--- config.mk ---
export PLATFORM = sky130hd
export DESIGN_NAME = ov7670_downsampler
export DESIGN_NICKNAME = d
export VERILOG_FILES = /design/src/rtl/ov7670_downsampler.sv
export SDC_FILE = /design/constraint.sdc
export NUM_CORES = 1
export LEC_CHECK = 0
export BUFFER_PORTS_ARGS = -buffer_cell sky130_fd_sc_hd__buf_4
export CAP_MARGIN = 20
export CORE_ASPECT_RATIO = 1.25
export CORE_MARGIN = 5
export CORE_UTILIZATION = 58
export CTS_CLUSTER_DIAMETER = 30
export DETAILED_ROUTE_END_ITERATION = 10
export HOLD_SLACK_MARGIN = 0.12
export PLACE_DENSITY = 0.77
export SKIP_CTS_REPAIR_TIMING = 1
export SLEW_MARGIN = 20
export SYNTH_ARGS = -nofsm -noshare
export SYNTH_HDL_FRONTEND = slang
export SYNTH_SLANG_ARGS = --single-unit
--- constraint.sdc ---
create_clock -name clock -period 2.9 [get_ports clock]
set_input_delay 0.58 -clock clock [delete_from_list [all_inputs] [get_ports clock]]
set_output_delay 0.58 -clock clock [all_outputs]
set_load 0.05 [all_outputs]
--- src/rtl/ov7670_downsampler.sv ---
// ov7670_downsampler - decimates an RGB565 camera frame to 8-bit grey words with linear addresses.
// Define OV_GRAY_WEIGHTED_EN for (2R+5G+B)/8 grey; otherwise the expanded green channel is used.
module ov7670_downsampler #(
  parameter int SRC_W  = 320,
  parameter int SRC_H  = 240,
  parameter int DS     = 8,
  parameter int ADDR_W = 11
) (
  input  logic              clock,
  input  logic              reset,
  input  logic [15:0]       pixel,
  input  logic              pixelReady,
  input  logic              vsync,
  output logic [7:0]        out_data,
  output logic [ADDR_W-1:0] out_addr,
  output logic              out_valid,
  input  logic              out_ready,
  output logic              frame_done,
  output logic              overflow
);

  localparam int COL_W = (SRC_W > 1) ? $clog2(SRC_W) : 1;
  localparam int ROW_W = (SRC_H > 1) ? $clog2(SRC_H) : 1;
  localparam int ENT_W = 8 + ADDR_W;

  typedef enum logic [1:0] {WAIT_FRAME, ACTIVE, DRAIN} state_t;

  state_t             state_q, state_d;
  logic [COL_W-1:0]   col_q, col_d;
  logic [ROW_W-1:0]   row_q, row_d;
  logic [ADDR_W-1:0]  addr_q, addr_d;
  logic               pr_q, vs_q;
  logic               s1_valid_q, s1_valid_d;
  logic [7:0]         s1_data_q, s1_data_d;
  logic [ADDR_W-1:0]  s1_addr_q, s1_addr_d;
  logic               ovf_q, ovf_d;
  logic               fd_q, fd_d;
  logic               flush;

  logic [ENT_W-1:0]   mem_q [2];
  logic               wr_ptr_q, rd_ptr_q;
  logic [1:0]         count_q;
  logic               push, pop, can_push;
  logic [ENT_W-1:0]   head;

  logic               pix_edge, vs_edge, keep;
  logic [7:0]         g8, grey;

  assign pix_edge = pixelReady & ~pr_q;
  assign vs_edge  = vsync & ~vs_q;
  assign keep     = ((col_q & COL_W'(DS-1)) == '0) && ((row_q & ROW_W'(DS-1)) == '0);

  assign g8 = {pixel[10:5], pixel[10:9]};
`ifdef OV_GRAY_WEIGHTED_EN
  logic [7:0]  r8, b8;
  logic [10:0] gsum;
  assign r8   = {pixel[15:11], pixel[15:13]};
  assign b8   = {pixel[4:0], pixel[4:2]};
  assign gsum = 11'({r8, 1'b0}) + 11'({g8, 2'b0}) + 11'(g8) + 11'(b8);
  assign grey = gsum[10:3];
`else
  logic unused_rb;
  assign unused_rb = ^{pixel[15:11], pixel[4:0]};
  assign grey      = g8;
`endif

  assign out_valid = (count_q != 2'd0);
  assign pop       = out_valid && out_ready;
  assign can_push  = (count_q != 2'd2) || pop;
  // A flush discards whatever stage 1 is holding as well as the FIFO.
  assign push      = s1_valid_q && can_push && !flush;
  assign head      = mem_q[rd_ptr_q];
  assign out_data  = out_valid ? head[ENT_W-1:ADDR_W] : 8'd0;
  assign out_addr  = out_valid ? head[ADDR_W-1:0] : '0;
  assign frame_done = fd_q;
  assign overflow   = ovf_q;

  always_comb begin
    state_d    = state_q;
    col_d      = col_q;
    row_d      = row_q;
    addr_d     = addr_q;
    s1_valid_d = 1'b0;
    s1_data_d  = s1_data_q;
    s1_addr_d  = s1_addr_q;
    ovf_d      = ovf_q;
    fd_d       = 1'b0;
    flush      = 1'b0;

    if (s1_valid_q && !can_push) ovf_d = 1'b1;

    case (state_q)
      WAIT_FRAME: begin
        if (vs_edge) begin
          state_d = ACTIVE;
          col_d   = '0;
          row_d   = '0;
          addr_d  = '0;
          ovf_d   = 1'b0;
        end
      end
      ACTIVE, DRAIN: begin
        if (vs_edge) begin
          state_d = ACTIVE;
          col_d   = '0;
          row_d   = '0;
          addr_d  = '0;
          ovf_d   = 1'b1;
          flush   = 1'b1;
        end else if (state_q == ACTIVE) begin
          if (pix_edge) begin
            if (keep) begin
              s1_valid_d = 1'b1;
              s1_data_d  = grey;
              s1_addr_d  = addr_q;
              addr_d     = addr_q + ADDR_W'(1);
            end
            if (col_q == COL_W'(SRC_W-1)) begin
              col_d = '0;
              if (row_q == ROW_W'(SRC_H-1)) begin
                row_d   = '0;
                state_d = DRAIN;
              end else begin
                row_d = row_q + ROW_W'(1);
              end
            end else begin
              col_d = col_q + COL_W'(1);
            end
          end
        end else if (count_q == 2'd0 && !s1_valid_q) begin
          fd_d    = 1'b1;
          state_d = WAIT_FRAME;
        end
      end
      default: state_d = WAIT_FRAME;
    endcase
  end

  always_ff @(posedge clock) begin
    if (!reset) begin
      state_q    <= WAIT_FRAME;
      col_q      <= '0;
      row_q      <= '0;
      addr_q     <= '0;
      pr_q       <= 1'b0;
      vs_q       <= 1'b0;
      s1_valid_q <= 1'b0;
      s1_data_q  <= 8'd0;
      s1_addr_q  <= '0;
      ovf_q      <= 1'b0;
      fd_q       <= 1'b0;
      wr_ptr_q   <= 1'b0;
      rd_ptr_q   <= 1'b0;
      count_q    <= 2'd0;
    end else begin
      state_q    <= state_d;
      col_q      <= col_d;
      row_q      <= row_d;
      addr_q     <= addr_d;
      pr_q       <= pixelReady;
      vs_q       <= vsync;
      s1_valid_q <= s1_valid_d;
      s1_data_q  <= s1_data_d;
      s1_addr_q  <= s1_addr_d;
      ovf_q      <= ovf_d;
      fd_q       <= fd_d;
      if (flush) begin
        wr_ptr_q <= 1'b0;
        rd_ptr_q <= 1'b0;
        count_q  <= 2'd0;
      end else begin
        if (push) wr_ptr_q <= ~wr_ptr_q;
        if (pop)  rd_ptr_q <= ~rd_ptr_q;
        count_q <= count_q + 2'(push) - 2'(pop);
      end
    end
  end

  always_ff @(posedge clock) begin
    if (push) mem_q[wr_ptr_q] <= {s1_data_q, s1_addr_q};
  end

endmodule

==> metrics.md <==
| Metric | Value |
|---|---|
| Setup TNS | `0 ns` |
| Post-DRT Antenna Nets | `0` |
| Total GRT Usage | `0.161` |
| Core area | `0.00685 mm²` |
| Placed Cells | `~490` |
| Hold depth | `2` |
| Pwr Density | `725 mW/mm²` |
| Largest net degree at the start of global routing | `34` |
| CTS tree | `built` |
| IO Pins | `between 40 and 50` |
| Layout cells sized above 1 | `0.156` |
| DRC | `0` |
| Arrival @ worst endpoint | `2.64 ns` |
| Status | `complete, no violations` |
| Worst EP required | `roughly 3.2 ns` |
| Critical Path Fanout Max | `13` |
| DR iter-0 viols | `98` |
| FILL cells | `557` |
| Max cap viols | `0` |
| Yosys warnings | `0` |
| Placed wire-length estimate | `4770 µm` |
| First-pass GRT wire length | `11200 µm` |
| Die X | `84.5 µm` |
| CP endpoint kind | `flop` |
| Post-route insts no fill | `501` |
| FF+latch count, synth | `91` |
| WL final | `6660 µm` |
| Final-report hold violation count | `0` |
| Die ar. | `around 0.0087 mm²` |
| EDFF count, synth | `34` |
| Final Skew | `between 0.007 and 0.008 ns` |
| Vias in the first global route | `between 2000 and 3000` |
| Seq/Total Area, Yosys | `0.537` |
| Unrepaired setup endpoints after global routing | `no` |
| Final setup fails | `0` |
| Post-Synthesis Cells | `370` |
| Largest cells by area after synthesis | `dfxtp_1 (28%), edfxtp_1 (25%), mux2i_1 (8.7%)` |
| Syn Area/Cell | `10.9 µm²` |
| Post-synth top area cell | `dfxtp_1` |
| IO buf count | `32` |
| Worst Reg-to-Reg Cells | `8` |
| Vias per inst | `between 5 and 6` |
| Leak | `0.00156 µW` |
| Syn Nets | `between 400 and 500` |
| Reg clk slew, reported paths | `around 0.090 ns` |
| Multi-input gate area | `0.00175 mm²` |
| CTS Root Cell | `clkbuf_8` |
| Clock Latency Late Sink | `0.36 ns` |
| Area growth from synthesis to layout | `13.3%` |
| Max H-tree Level | `3` |
| Yosys cell types | `52` |
| Row cnt | `34` |
| DRT Pass-1 Iters | `4` |
| Setup CP Type | `flop to flop` |
| HP Class | `input port to flop` |
| Most frequent cells in the layout | `dfxtp_1 (57), nor2_1 (52), buf_4 (39)` |
| Storage cell area | `0.00216 mm²` |
| Placer Congestion | `0.785` |
| Synth Cell Area | `0.00403 mm²` |
| Clock buffer depth | `2` |
| Clock sinks | `91` |
| Slew at the pin closest to its max-slew limit | `around 0.57 ns` |
| Ys flop type | `dfxtp_1` |
| Startpoint types | `flop` |
| Initial antenna violation count | `0` |
| Fmax | `426 MHz` |
| Most common cell after layout, fill and taps aside | `dfxtp_1` |
| Fin crit period | `2.35 ns` |
| Wire length per cell | `13.3 µm` |
| Remaining global-route overflow | `0` |
| Final Max Slew Viols | `0` |
| Yosys top cell area share | `0.283` |
| Cts bufs inserted | `9` |
| Vias | `2658` |
| Max_slew headroom | `0.622` |
| Post-synth ARST share | `0` |
| Maximum VDD drop | `0.429 mV` |
| # nets final | `between 400 and 500` |
| Final period util | `0.810` |
| Starting density of the core | `0.588` |
| N_diodes | `0` |
| Die Ht | `103 µm` |
synthesized netlist by cell type, types with 2 or more instances:
library cell and n:
a21o_1 2, nand2_1 23, ha_1 10, nand4_1 6, nor2_1 52, nand2b_1 2, and4_1 2, nor4_1 5
xnor2_1 14, nor3_1 6, xor2_1 10, dfxtp_1 57, edfxtp_1 34, or3_1 2, and3_1 7, inv_1 11
nor2b_1 19, and2_1 4, buf_4 2, mux2i_1 35, a21boi_0 5, nor4_2 2, nand4b_1 2, nand3b_1 2
o21ai_0 5, clkbuf_1 8, o211ai_1 2, a21oi_1 6, nand3_1 10, buf_2 3
power by group:
group	internal (µW)	switching, µW	total, µW	leakage (µW)
Sequential	1370	41.4	1410	0.000729
Clock	407	439	847	0.0000975
Combinational	333	711	1040	0.000736
Total	2110	1190	3310	0.00156
metrics by stage:
step                      total power (µW)  area, µm²  setup WS (ns)  hold slack [ns]   util
final                                 3310       4560          0.550            0.450  0.666
after CTS                             3330       4560          0.554            0.436  0.666
after floorplan                       2230       4030          0.499            0.425      -
after global placement                2480       4360          0.670            0.431  0.636
after global routing                  3460       4560          0.405            0.448  0.666
after detailed placement              2490       4360          0.584            0.446  0.636
area by class of cell:
type,instances,share of cell area
flip-flops and latches,91,0.474
multi-input cells,254,0.384
repair buffers,39,0.0642
clock buffers,10,0.0280
well taps,90,0.0247
clock inverters,6,0.0159
inverters,11,0.00906
sequential cells by signal (all words and copies together), names as in the netlist, named ones only:
signal / cells
row_q: 8
overflow: 1
wr_ptr_q: 1
s1_addr_q: 11
rd_ptr_q: 1
addr_q: 11
vs_q: 1
state_q: 2
frame_done: 1
col_q: 9
count_q: 2
s1_valid_q: 1
mem_q: 34
pr_q: 1
s1_data_q: 6
worst max-delay path, cell delays in order (launching register included):
cell and delay (ns):
dfxtp_1 0.41, inv_1 0.07, ha_1 0.52, nand2_1 0.20, a31o_2 0.27, ha_1 0.18, xor2_1 0.15, or3_1 0.33
a21oi_1 0.16
routing by layer:
metal / track usage / wire, µm
met1: 0.178 / 2860
met2: 0.298 / 3470
met3: 0.0272 / 222
met4: 0.0816 / 114
met5: 0 / 0
cell families after synthesis:
kind of cell,Yosys count,synth area share
DFF,91,0.537
AOI/OAI and AO/OA,34,0.0650
and+or+nand+nor,151,0.200
adders and majority gates,10,0.0311
muxes,35,0.0870
xor gates and xnor gates,24,0.0522
buffers and inverters,25,0.0280
path summary, 6_finish.rpt:
| kind | to | slack, ns | startpoint |
|---|---|---|---|
| max | count_q[1] | 0.55 | state_q[0] |
| min | vs_q | 0.45 | vsync |
| max reg2reg | count_q[1] | 0.55 | state_q[0] |
| min reg2reg | mem_q[1][8] | 0.46 | s1_addr_q[8] |
Note: power is estimated with default switching activity, not from simulation.
